`src/rtl/axi_framer_if.sv`:
```
// axi_framer_if: AXI-stream bundle (tvalid/tready/tdata/tuser/tlast) with master/slave views.
interface axi_framer_if #(
    parameter int DATA_WIDTH  = 32,
    parameter int TUSER_WIDTH = 8
);
    logic                   tvalid;
    logic                   tready;
    logic [DATA_WIDTH-1:0]  tdata;
    logic [TUSER_WIDTH-1:0] tuser;
    logic                   tlast;
    modport master (output tvalid, tdata, tuser, tlast, input tready);
    modport slave  (input tvalid, tdata, tuser, tlast, output tready);
endinterface

```
`src/rtl/axi_framer.sv`:
```
// axi_framer: segments an AXI stream into header-prefixed fixed-length frames.
// Define AXI_FRAMER_CKSUM_EN to append an XOR checksum word to every frame.
module axi_framer #(
    parameter int DATA_WIDTH  = 32,
    parameter int TUSER_WIDTH = 8,
    parameter int LEN_WIDTH   = 16
) (
    input  logic                 clk,
    input  logic                 async_reset_n,
    input  logic [LEN_WIDTH-1:0] pkt_len,
    axi_framer_if.slave          s_axis,
    axi_framer_if.master         m_axis,
    output logic [15:0]          seq_num
);
`ifdef AXI_FRAMER_CKSUM_EN
    typedef enum logic [1:0] {IDLE, PAY, TRL} state_t;
    logic [DATA_WIDTH-1:0] ck;
    logic                  trl_ld;
`else
    typedef enum logic [1:0] {IDLE, PAY} state_t;
`endif
    state_t                 state, state_nxt;
    logic [LEN_WIDTH-1:0]   cnt, len, eff_len;
    logic [TUSER_WIDTH-1:0] user_l;
    logic [15:0]            seq_q;
    logic                   m_valid, m_last;
    logic [DATA_WIDTH-1:0]  m_data;
    logic [TUSER_WIDTH-1:0] m_user;
    logic                   slot_free, hdr_ld, s_fire, close;

    assign slot_free      = ~m_valid | m_axis.tready;
    assign eff_len        = (pkt_len == '0) ? LEN_WIDTH'(1) : pkt_len;
    assign hdr_ld         = (state == IDLE) & s_axis.tvalid & slot_free;
    assign s_axis.tready  = (state == PAY) & slot_free;
    assign s_fire         = s_axis.tvalid & s_axis.tready;
    assign close          = (cnt + LEN_WIDTH'(1) == len) | s_axis.tlast;
    assign m_axis.tvalid  = m_valid;
    assign m_axis.tdata   = m_data;
    assign m_axis.tuser   = m_user;
    assign m_axis.tlast   = m_last;
    assign seq_num        = seq_q;
`ifdef AXI_FRAMER_CKSUM_EN
    assign trl_ld = (state == TRL) & slot_free;
`endif

    always_comb begin
        state_nxt = state;
        if (hdr_ld) state_nxt = PAY;
`ifdef AXI_FRAMER_CKSUM_EN
        if (s_fire && close) state_nxt = TRL;
        if (trl_ld) state_nxt = IDLE;
`else
        if (s_fire && close) state_nxt = IDLE;
`endif
    end

    always_ff @(posedge clk or negedge async_reset_n) begin
        if (!async_reset_n) begin
            state   <= IDLE;
            m_valid <= 1'b0;
            m_data  <= '0;
            m_user  <= '0;
            m_last  <= 1'b0;
            seq_q   <= '0;
            cnt     <= '0;
            len     <= '0;
            user_l  <= '0;
`ifdef AXI_FRAMER_CKSUM_EN
            ck      <= '0;
`endif
        end else begin
            state <= state_nxt;
`ifdef AXI_FRAMER_CKSUM_EN
            if (slot_free) m_valid <= hdr_ld | s_fire | trl_ld;
`else
            if (slot_free) m_valid <= hdr_ld | s_fire;
`endif
            // header reports the configured length even if tlast cuts the frame short
            if (hdr_ld) begin
                m_data <= DATA_WIDTH'({seq_q, 16'(eff_len)});
                m_user <= s_axis.tuser;
                m_last <= 1'b0;
                len    <= eff_len;
                user_l <= s_axis.tuser;
                cnt    <= '0;
                seq_q  <= seq_q + 16'd1;
`ifdef AXI_FRAMER_CKSUM_EN
                ck     <= '0;
`endif
            end
            if (s_fire) begin
                m_data <= s_axis.tdata;
                m_user <= user_l;
                cnt    <= cnt + LEN_WIDTH'(1);
`ifdef AXI_FRAMER_CKSUM_EN
                m_last <= 1'b0;
                ck     <= ck ^ s_axis.tdata;
`else
                m_last <= close;
`endif
            end
`ifdef AXI_FRAMER_CKSUM_EN
            if (trl_ld) begin
                m_data <= ck;
                m_user <= user_l;
                m_last <= 1'b1;
            end
`endif
        end
    end
endmodule

```
`src/flat_wrapper.sv`:
```
// flat-port wrapper written by rule: the top's interface ports become plain ports
module axi_framer_flat 
#(
    parameter int DATA_WIDTH  = 32,
    parameter int TUSER_WIDTH = 8,
    parameter int LEN_WIDTH   = 16
)
  (clk, async_reset_n, pkt_len, seq_num, s_axis_tvalid, s_axis_tdata, s_axis_tuser, s_axis_tlast, s_axis_tready, m_axis_tvalid, m_axis_tdata, m_axis_tuser, m_axis_tlast, m_axis_tready);
  axi_framer_if #(.DATA_WIDTH(DATA_WIDTH), .TUSER_WIDTH(TUSER_WIDTH)) s_axis_i ();
  axi_framer_if #(.DATA_WIDTH(DATA_WIDTH), .TUSER_WIDTH(TUSER_WIDTH)) m_axis_i ();
  input  logic clk;
  input  logic async_reset_n;
  input  logic [LEN_WIDTH-1:0] pkt_len;
  output logic [15:0] seq_num;
  input wire logic [$bits(s_axis_i.tvalid)-1:0] s_axis_tvalid;
  input wire logic [$bits(s_axis_i.tdata)-1:0] s_axis_tdata;
  input wire logic [$bits(s_axis_i.tuser)-1:0] s_axis_tuser;
  input wire logic [$bits(s_axis_i.tlast)-1:0] s_axis_tlast;
  output wire logic [$bits(s_axis_i.tready)-1:0] s_axis_tready;
  output wire logic [$bits(m_axis_i.tvalid)-1:0] m_axis_tvalid;
  output wire logic [$bits(m_axis_i.tdata)-1:0] m_axis_tdata;
  output wire logic [$bits(m_axis_i.tuser)-1:0] m_axis_tuser;
  output wire logic [$bits(m_axis_i.tlast)-1:0] m_axis_tlast;
  input wire logic [$bits(m_axis_i.tready)-1:0] m_axis_tready;
  assign s_axis_i.tvalid = s_axis_tvalid;
  assign s_axis_i.tdata = s_axis_tdata;
  assign s_axis_i.tuser = s_axis_tuser;
  assign s_axis_i.tlast = s_axis_tlast;
  assign s_axis_tready = s_axis_i.tready;
  assign m_axis_tvalid = m_axis_i.tvalid;
  assign m_axis_tdata = m_axis_i.tdata;
  assign m_axis_tuser = m_axis_i.tuser;
  assign m_axis_tlast = m_axis_i.tlast;
  assign m_axis_i.tready = m_axis_tready;
  axi_framer #(.DATA_WIDTH(DATA_WIDTH), .TUSER_WIDTH(TUSER_WIDTH), .LEN_WIDTH(LEN_WIDTH)) u_core (.clk(clk), .async_reset_n(async_reset_n), .pkt_len(pkt_len), .s_axis(s_axis_i), .m_axis(m_axis_i), .seq_num(seq_num));
endmodule
```
`config.mk`:
```
export PLATFORM = sky130hd
export DESIGN_NAME = axi_framer_flat
export DESIGN_NICKNAME = d
export VERILOG_FILES = /design/src/rtl/axi_framer_if.sv /design/src/rtl/axi_framer.sv /design/src/flat_wrapper.sv
export SDC_FILE = /design/constraint.sdc
export NUM_CORES = 1
export LEC_CHECK = 0
export ABC_AREA = 1
export CAP_MARGIN = 10
export CORE_UTILIZATION = 47
export DETAILED_ROUTE_END_ITERATION = 12
export PLACE_DENSITY = 0.88
export RECOVER_POWER = 50
export SETUP_SLACK_MARGIN = 0.5
export SYNTH_ARGS = -nofsm -noshare
export SYNTH_HDL_FRONTEND = slang
export SYNTH_SLANG_ARGS = --single-unit
```
`constraint.sdc`:
```
create_clock -name clk -period 4.1 [get_ports clk]
set_input_delay 0.615 -clock clk [delete_from_list [all_inputs] [get_ports clk]]
set_output_delay 0.615 -clock clk [all_outputs]
set_load 0.005 [all_outputs]
```
==> results.py <==
metrics = {
    "sta": {
        "period_needed_ns": 2.76,
        "fmax_mhz": 363,
        "setup_tns_ns": 0,
        "clock_skew_ns": 0.0105,
        "max_slew_margin_pct": -15.3,
        "setup_viol": 0,
        "drv_slew": 71,
        "hold_viol": 0,
        "rsz0062_at_grt": "no",
        "worst_slew_pin_slew_ns": 1.73,
        "setup_slack_ns": 1.34,
        "fin_crit_sh_pct": 67.3,
    },
    "final_layout": {
        "antenna_cells": 0,
        "num-nets-final": 742,
        "area_growth_pct": 32.1,
        "fill_cells": 784,
        "drive_above_1_share_pct": 6.87,
    },
    "global_routing": {
        "track_usage_pct": 25.8,
        "grt_max_degree": 71,
        "grt_antenna_before_repair": 0,
        "grt_pass1_vias": 4436,
        "overflow": 0,
        "grt_pass1_wl_mm": 20.7,
    },
    "detailed_routing": {
        "remaining_drc_errors": 0,
        "via_count": 4357,
        "firstDrtPassIters": 5,
        "drt_wl_total_mm": 12.8,
        "ant_nets": 0,
        "drt-initial-drc-count": 352,
        "wl_per_cell_um": 15.7,
        "via_per_inst": 5.33,
    },
    "logic_synthesis": {
        "syn-num-nets": 627,
        "yosysUniqueCellTypes": 32,
        "yosysMostFrequentCell": "nand2_1",
        "async_flop_share_pct": 100,
        "synth_top_area_cell": "dfrtp_1",
        "synthTopCellsByCount": "nand2_1, dfrtp_1, nand3_1",
        "synth_edf_count": 0,
        "synth_area_leaders": "dfrtp_1, nand2_1, nand3_1",
        "synth_warnings": 0,
        "synth_ff_type": "dfrtp_1",
        "netlist.area_leader.share_pct": 51.9,
        "ys_seq_elements": 99,
        "synthCells": 564,
        "avgSynthCellArea_um2": 8.47,
        "synthesis.area_mm2": 0.00478,
        "synth_seq_area_share_pct": 51.9,
    },
    "die": {
        "dieWidth_um": 103,
        "design.die.area_mm2": 0.0106,
        "core_area_mm2": 0.00982,
        "ioPinCount": 120,
        "num_rows": 36,
        "die_h_um": 103,
        "start_util_pct": 48.6,
    },
    "pwr": {
        "power_leakage_nw": 2.98,
        "powerDensity_mw_per_mm2": 484,
        "vdd_drop_max_mv": 0.370,
    },
    "clocking": {
        "cts_made_buffers": 9,
        "cts_tree": "built",
        "post_cts_buffers": 0,
        "postCtsHoldBufs": 0,
        "path_clk_slew_ns": 0.10,
        "cts_resized": 0,
        "h-tree-depth": 3,
        "ctsRootBufferMaster": "clkbuf_8",
        "clock-sinks": 99,
        "clockBufferDepth": 2,
        "clk-insertion-delay-late_ns": 0.37,
    },
    "worst_hold_path": {
        "hold_path.class": "flip-flop to flip-flop",
    },
    "critical_path": {
        "critPathSlowestCell": "inv_1",
        "crit_required_ns": 4.39,
        "path_max_fanout": 30,
        "crit_arrival_ns": 3.05,
        "crit_type": "input port to flip-flop",
        "end_kind": "flip-flop",
        "max_stage_delay_ns": 0.59,
        "start_kind": "input port",
        "path_cells": "dlygate4sd3_1 > nor2_1 > nor2_8 > nand2_4 > inv_1 > buf_4 > nand2_1 > o21ai_0",
    },
    "place": {
        "gp_congestion": 0.929,
        "io_buffers": 119,
        "dp_slack_ns": 1.05,
        "dp_hpwl_mm": 9.07,
    },
    "status": {
        "violations": "capacitance limit, slew limit",
        "status": "finished with violations",
    },
    "run": {
        "maxCapViolations": 1,
    },
}
path summary, 6_finish.rpt:
check / startpoint / endpoint / slack (ns) / cells after the start
worst max-delay path: m_axis_tready / u_core.len[6] / 1.34 / 8
worst min-delay path: u_core.user_l[7] / u_core.user_l[7] / 0.50 / 2
worst max register to register: u_core.m_axis.tvalid / u_core.len[6] / 1.71 / 8
worst min register to register: u_core.user_l[7] / u_core.user_l[7] / 0.50 / 2
max in group asynchronous: async_reset_n / u_core.len[5] / 2.17 / 2
min in group asynchronous: async_reset_n / u_core.m_axis.tdata[18] / 0.70 / 1
final cells by class:
cell class                 instances  area, µm²  share of cell area, %
sequential                        99       2480                   39.2
clock inverter                     6        113                   1.78
inverter                          50        188                   2.97
timing repair buffer             123       1220                   19.3
multi-input combinational        396       2020                   32.1
tap                              133        166                   2.64
clock buffer                      10        128                   2.02
state kept, by name (all words and copies together) (netlist names):
signal	count
u_core.m_axis.tlast	1
u_core.seq_num	16
u_core.m_axis.tdata	32
u_core.m_axis.tuser	8
u_core.user_l	8
u_core.len	16
u_core.m_axis.tvalid	1
u_core.state	1
u_core.cnt	16
cell usage in the layout, fill, tap and decap left out, drive strengths merged:
master,netlist,final
nand2,212,212
clkdlybuf4s50,0,99
dfrtp,99,99
nand3,59,59
inv,49,50
nor2,38,38
o21ai,21,21
dlygate4sd3,0,19
xor2,18,18
o211ai,12,12
clkbuf,9,11
o22ai,9,9
nand4,8,8
nor4,5,5
buf,10,4
nor3,4,4
bufinv,0,3
xnor3,3,3
clkinv,1,3
a21oi,2,2
xnor2,2,2
ha,2,2
a41o,1,1
routing by layer:
| metal | track usage [%] | vias to the layer above | part of all wire [%] | wire, µm |
|---|---|---|---|---|
| met1 | 33.3 | 2117 | 40 | 5200 |
| met5 | 0 | - | 0 | 0 |
| met4 | 9.64 | 0 | 2.1 | 272 |
| met3 | 6.31 | 24 | 7.2 | 922 |
| li1 | - | 2039 | - | - |
| met2 | 42.4 | 177 | 50 | 6460 |
per-stage QoR:
step           area [µm²]  power [mW]  util [%]  hold slack (ns)  instances
6_report             6310        3.06      64.3            0.495        817
5_1_grt              6310        3.23      64.3            0.513        817
4_1_cts              6320        3.07      64.3            0.393        817
3_5_place_dp         6080        2.32      61.9            0.467        801
3_3_place_gp         6080        2.28      61.9            0.458        801
2_1_floorplan        4780        1.84         -            0.319        564
power breakdown:
group | internal [mW] | switching (mW)
Clock | 0.408 | 0.351
Sequential | 1.21 | 0.208
Combinational | 0.459 | 0.420
Total | 2.08 | 0.978
cells by family after synthesis:
| logic type | after synthesis | synth area share [%] |
|---|---|---|
| DFF | 99 | 51.9 |
| adders and majority gates | 2 | 0.524 |
| buffers and inverters | 69 | 5.71 |
| AOI/OAI and AO/OA | 45 | 5.68 |
| xor gates and xnor gates | 23 | 5.11 |
| and+or+nand+nor | 326 | 31.1 |
critical path, delay by kind of cell:
family	cells	cell delay [ns]
AOI/OAI and AO/OA	1	0.10
buffers and inverters	3	1.53
and+or+nand+nor	4	0.80
(Power assumes the default switching activity.)
==> edit 1 (config.mk and constraints unchanged) <==
`TUSER_WIDTH` is set to 8 in 3 places; all go to 9.
--- a/src/rtl/axi_framer_if.sv
+++ b/src/rtl/axi_framer_if.sv
@@ -2,5 +2,5 @@
 interface axi_framer_if #(
     parameter int DATA_WIDTH  = 32,
-    parameter int TUSER_WIDTH = 8
+    parameter int TUSER_WIDTH = 9
 );
     logic                   tvalid;
--- a/src/rtl/axi_framer.sv
+++ b/src/rtl/axi_framer.sv
@@ -3,5 +3,5 @@
 module axi_framer #(
     parameter int DATA_WIDTH  = 32,
-    parameter int TUSER_WIDTH = 8,
+    parameter int TUSER_WIDTH = 9,
     parameter int LEN_WIDTH   = 16
 ) (
--- a/src/flat_wrapper.sv
+++ b/src/flat_wrapper.sv
@@ -3,5 +3,5 @@
 #(
     parameter int DATA_WIDTH  = 32,
-    parameter int TUSER_WIDTH = 8,
+    parameter int TUSER_WIDTH = 9,
     parameter int LEN_WIDTH   = 16
 )
Interface: changed (resized m_axis_tuser and s_axis_tuser); port bits go from 120 to 122. The function was not compared with the original's and may differ.
==> edit 1 against the original RTL <==
The flow still finishes with violations (max-capacitance violations, max-slew violations); total power down 3.1%; first-iteration DRC count shrank 4.0%; worst setup slack got worse by 85 ps; wire length up 0.17%; core utilization is 0.11 points lower; final area shrank 0.18%; sequential cell count up 2; synthesized area decreased by 0.13%.
==> edit 1: results (changes against the original RTL) <==
| Result | Value | Unit | Delta |
|:---|:---|:---|:---|
| Setup slack after placement | 1080 | ps | +32.9 ps |
| Relative slew margins | -21.7 | % | -6.4 points |
| Fill count | 821 | - | +4.7% |
| Clock Power | 662 | uW | -13% |
| Worst path top cell family by delay | buffers and inverters | - |  |
| Syn_nets | 632 | - | +0.80% |
| Number of global-route vias before repair | 4459 | - | +0.52% |
| Total internal power | 1980 | uW | -4.5% |
| DPL Wire Length | 9270 | um | +2.2% |
| Count of final max-slew check failures | 76 | - | +7.0% |
| Reg2Reg Depth | 8 | - | unchanged |
| Biggest area contributors in the synthesized netlist | dfrtp_1 53%, nand2_1 17%, nand3_1 6.1%, inv_1 3.5%, xor2_1 2.9% | - |  |
| Total cell area at the placement stage | 6100 | sq um | +0.43% |
| Global-route total usage across every layer | 26.0 | % | +0.21 points |
| Initial DRT Pass Iterations | 5 | - | unchanged |
| Warnings, synthesis | 0 | - | unchanged |
| Post-CTS setup buffers | 0 | - | unchanged |
| Routed vias | 4418 | - | +1.4% |
| I/O Buffers | 121 | - | +1.7% |
| Post-synthesis sequential area ratio | 53.0 | % | +1.1 points |
| Clock-pin slew reported for the worst setup and hold paths after clock tree synthesis | 110 | ps |  |
| Met3 track demand over resource | 4.54 | % | -1.8 points |
| Critical-path top delay cell | clkbuf_2 | - |  |
| Delay of the slowest cell on the worst path | 1280 | ps | +690 ps |
| Number of max-capacitance violations reported | 1 | - | unchanged |
| Gate power share | 29.3 | % | +0.6 points |
| Final layout net count | 751 | - | +1.2% |
| Leak Pwr | 0.00296 | uW | -0.67% |
| Met2 routed wirelength | 6330 | um | -2.0% |
| CTS Buf Count | 9 | - | unchanged |
| List of most frequent post-synthesis cells | 216 x nand2_1, 101 x dfrtp_1, 58 x nand3_1, 45 x inv_1 | - |  |
| Arrival time of the worst setup path | 3080 | ps | +30 ps |
| Last weighted congestion value of the routability-driven placer | 0.887 | - | -4.5% |
| R2R Path End | u_core.m_axis.tuser[7] | - |  |
| Hold path startpoint | u_core.user_l[7] | - |  |
| Routed WL per cell | 15.6 | um | -0.80% |
| Highest ir drop seen on vdd | 0.000332 | V | -10% |
| Count leader, synth | nand2_1 | - |  |
| Maximum number of pins on one net before global-route repair | 76 | - | +7.0% |
| Worst clock skew | 10.2 | ps | -0.288 ps |
| Number of DRC markers after the initial detailed-route iteration | 338 | - | -4.0% |
| Number of buffers between clock root and the deepest sink | 2 | - | unchanged |
| Violations in the final reports | max-capacitance violations, max-slew violations | - |  |
| GRT met2 Usage | 42.7 | % | +0.26 points |
| Length of routed wiring on met1 | 5530 | um | +6.5% |
| Max Fanout on Critical Path | 75 | - | +150% |
| Met1 GRT Util | 34.5 | % | +1.3 points |
| WL met3 | 684 | um | -26% |
| Hold WC Path Type | reg2reg | - |  |
| Setup slack, reg-to-reg | 1770 | ps | +60 ps |
| First-pass GRT wire length | 21000 | um | +1.1% |
| Drc violations | 0 | - | unchanged |
| Proportion of layout cells with a drive suffix above 1 | 5.92 | % | -0.95 points |
| Result of the run | finished, violations left | - |  |
-- edit 1: final cells by class --
cell class | instances | area share [%]
sequential | 101 | 40.1
multi-input combinational | 401 | 31.5
timing repair buffer | 125 | 19.6
inverter | 49 | 2.92
tap | 133 | 2.64
clock buffer | 10 | 2.03
clock inverter | 6 | 1.25
-- edit 1: cell families after synthesis --
| kind of cell | synth area share (%) |
|---|---|
| adder cells (fa/ha/maj) | 0.524 |
| buffers and inverters | 5.38 |
| AO/OA/AOI/OAI | 6.14 |
| XOR/XNOR | 3.59 |
| AND/OR/NAND/NOR | 31.4 |
| flip-flops | 53.0 |
-- edit 1: per-stage QoR --
step           hold slack (ps)  utilization (%)  cells  total power, uW
2_1_floorplan              319                -    568             1830
3_3_place_gp               460             62.2    809             2280
3_5_place_dp               468             62.2    809             2320
4_1_cts                    409             64.3    825             2990
5_1_grt                    527             64.2    825             3150
6_report                   493             64.2    825             2960
-- edit 1: worst reg2reg max path, cell delays in order (launching register included) --
cell and delay (ps):
dfrtp_1 400, inv_2 50, nor2_1 90, nor2_8 270, nand2_4 300, inv_1 690
buf_4 310, nand2_1 90, nand3_1 90
-- edit 1: how the worst max path moves through the flow --
stage               slack (ps)  cells past startpoint     startpoint                 endpoint
floorplan                 2320                     10  s_axis_tvalid       u_core.seq_num[14]
global placement          1160                      8  s_axis_tvalid   u_core.m_axis.tuser[0]
detailed placement        1080                      8  s_axis_tvalid  u_core.m_axis.tdata[18]
CTS                       1470                      8  s_axis_tvalid   u_core.m_axis.tuser[1]
global route               670                      2  async_reset_n  u_core.m_axis.tdata[26]
finish                    1260                      2  async_reset_n       u_core.seq_num[13]
==> edit 2 (same settings) <==
Without the edit above. Reset style: synchronous (`async_reset_n`), changed in one clocked block.
--- a/src/rtl/axi_framer.sv
+++ b/src/rtl/axi_framer.sv
@@ -55,5 +55,5 @@
     end
 
-    always_ff @(posedge clk or negedge async_reset_n) begin
+    always_ff @(posedge clk) begin
         if (!async_reset_n) begin
             state   <= IDLE;
Function: differs if async_reset_n is asserted again (counterexample within 4 cycles, from zero or initial values and one cycle with async_reset_n low); with async_reset_n held inactive, the same outputs for 10 cycles.
==> edit 2 against the original RTL <==
The run still ends with max-capacitance violations, max-slew violations left; wire length rose by 5.4%; worst setup slack got worse by 180 ps; final area fell by 3.0%; synthesized cell count rose by 22%; synthesized area fell by 2.6%; global-route usage rose by 1.6 points; sequential cell count did not move; core utilization rose by 0.74 points; fmax fell by 6.2%; critical endpoint is now u_core.len[12].
Power is not compared: it rests on default switching activity, and its combinational part moved more than twofold at a synthesized area within 25%.
==> edit 2: results (changes against the original RTL) <==
| Result | Value | Unit | Delta |
|:---|:---|:---|:---|
| Beginning of the worst register-to-register path | u_core.m_axis.tvalid | - |  |
| Later-pin clock latency in the skew report | 370 | ps | about the same |
| Last weighted congestion value of the routability-driven placer | 0.854 | - | -8.1% |
| Final layout net count | 855 | - | +15% |
| Synthesized netlist cell count | 686 | - | +22% |
| Worst clock skew | 12.0 | ps | +1.48 ps |
| Maximum number of pins on one net before global-route repair | 65 | - | -8.5% |
| Result of the run | finished, violations left | - |  |
| Met2 routed wirelength | 6620 | um | +2.5% |
| First-pass GRT wire length | 22000 | um | +6.1% |
| DPL Wire Length | 9370 | um | +3.3% |
| Clock-pin slew reported for the worst setup and hold paths after clock tree synthesis | 100 | ps | about the same |
| Max Fanout on Critical Path | 26 | - | -13% |
| Vias per std cell | 5.34 | - | +0.14% |
| Top flip-flop cell by instance count after synthesis | dfxtp_1 | - |  |
| Root Buffer | clkbuf_8 | - |  |
| Post-synthesis sequential area ratio | 42.6 | % | -9.3 points |
| Count of final max-slew check failures | 65 | - | -8.5% |
| Reg2Reg Depth | 7 | - | -1 |
| Actual slew at the worst max-slew pin | 2100 | ps | +367 ps |
| Number of max-capacitance violations reported | 1 | - | unchanged |
| Post-synthesis cell type count | 37 | - | +16% |
| Number of DRC markers after the initial detailed-route iteration | 373 | - | +6.0% |
| Post-CTS setup buffers | 0 | - | unchanged |
| Final Worst Setup Slack | 1160 | ps | -183 ps |
| Global-route total usage across every layer | 27.4 | % | +1.6 points |
| Length of routed wiring on met1 | 5410 | um | +4.1% |
| Critical-path top delay cell | clkbuf_1 | - |  |
| Number of global-route vias before repair | 4821 | - | +8.7% |
| Routed WL | 13500 | um | +5.4% |
| WL met3 | 1060 | um | +15% |
| Worst setup endpoint | u_core.len[12] | - |  |
| Proportion of layout cells with a drive suffix above 1 | 4.39 | % | -2.5 points |
| Violations in the final reports | max-capacitance violations, max-slew violations | - |  |
| Fraction of registers with async set/reset | 0 | % | -100 points |
| List of most frequent post-synthesis cells | 243 x nand2_1, 99 x dfxtp_1, 70 x inv_1, 56 x nand3_1, 52 x a21oi_1 | - |  |
| Syn_nets | 749 | - | +19% |
| Biggest area contributors in the synthesized netlist | dfxtp_1 43%, nand2_1 20%, nand3_1 6.0%, inv_1 5.6%, a21oi_1 5.6% | - |  |
| Number of placed instances, taps included | 910 | - | +14% |
| Setup slack, reg-to-reg | 1570 | ps | -140 ps |
| Routed vias | 4945 | - | +13% |
| Delay of the slowest cell on the worst path | 960 | ps | +370 ps |
| Nature of the critical path startpoint | input pin | - |  |
==> edit 2: cell count changes after synthesis, sizes merged, moves of 7 or more <==
cell    delta
inv       +23
dfxtp     +99
o22ai      -9
xor2      -16
nand2     +36
a31oi     +15
clkbuf     +7
dfrtp     -99
nor2      +15
a21oi     +51
==> edit 2: cell families (layout without fill, tap and decap cells) <==
logic type,Yosys count,count (layout),synth area share (%)
AND/OR/NAND/NOR,379,379,35.3
buffers and inverters,103,214,8.39
AO/OA/AOI/OAI,100,100,12.6
flip-flops,99,99,42.6
XOR/XNOR,3,3,0.565
adder cells (fa/ha/maj),2,2,0.538
==> edit 2: per-layer routing <==
layer | GRT usage (%) | up-vias
met5 | 0 | -
met4 | 12.8 | 0
met3 | 8.63 | 38
met2 | 46.2 | 209
met1 | 31.8 | 2281
li1 | - | 2417
==> edit 2: area by class of cell <==
cell class,instances,area (sq um)
Fill cell,749,3290
Clock buffer,11,141
Inverter,75,282
Clock inverter,5,61.3
Tap cell,129,161
Multi-Input combinational cell,484,2280
Sequential cell,99,1980
Timing Repair Buffer,123,1220
==> edit 2: worst max-delay path, delay by kind of cell <==
family                 cells  cell delay (ps)
buffers and inverters      2             1500
and+or+nand+nor            4              870
AOI/OAI and AO/OA          1              220
==> edit 2: how the worst min path moves through the flow <==
stage | from | to | slack (ps) | depth (start not counted)
2_1_floorplan | u_core.len[6] | u_core.len[6] | 450 | 2
3_3_place_gp | u_core.user_l[2] | u_core.user_l[2] | 450 | 2
3_5_place_dp | u_core.user_l[7] | u_core.user_l[7] | 460 | 2
4_1_cts | u_core.user_l[1] | u_core.user_l[1] | 480 | 2
5_1_grt | u_core.user_l[6] | u_core.user_l[6] | 490 | 2
6_report | u_core.user_l[1] | u_core.user_l[1] | 480 | 2
==> edit 2: report_power, final <==
group	internal (uW)	leakage, uW	switching, uW
registers	1000	0.000807	27.4
clock network	303	0.000104	346
logic	132	0.00173	143
total	1440	0.00264	516
==> edit 2: per-stage QoR <==
stage / hold slack, ps / cell area (sq um) / utilization, %
global placement: 452 / 5930 / 62.9
floorplan: 445 / 4650 / -
detailed placement: 460 / 5930 / 62.9
global route: 494 / 6120 / 65.0
finish: 477 / 6120 / 65.0
CTS: 476 / 6130 / 65.1
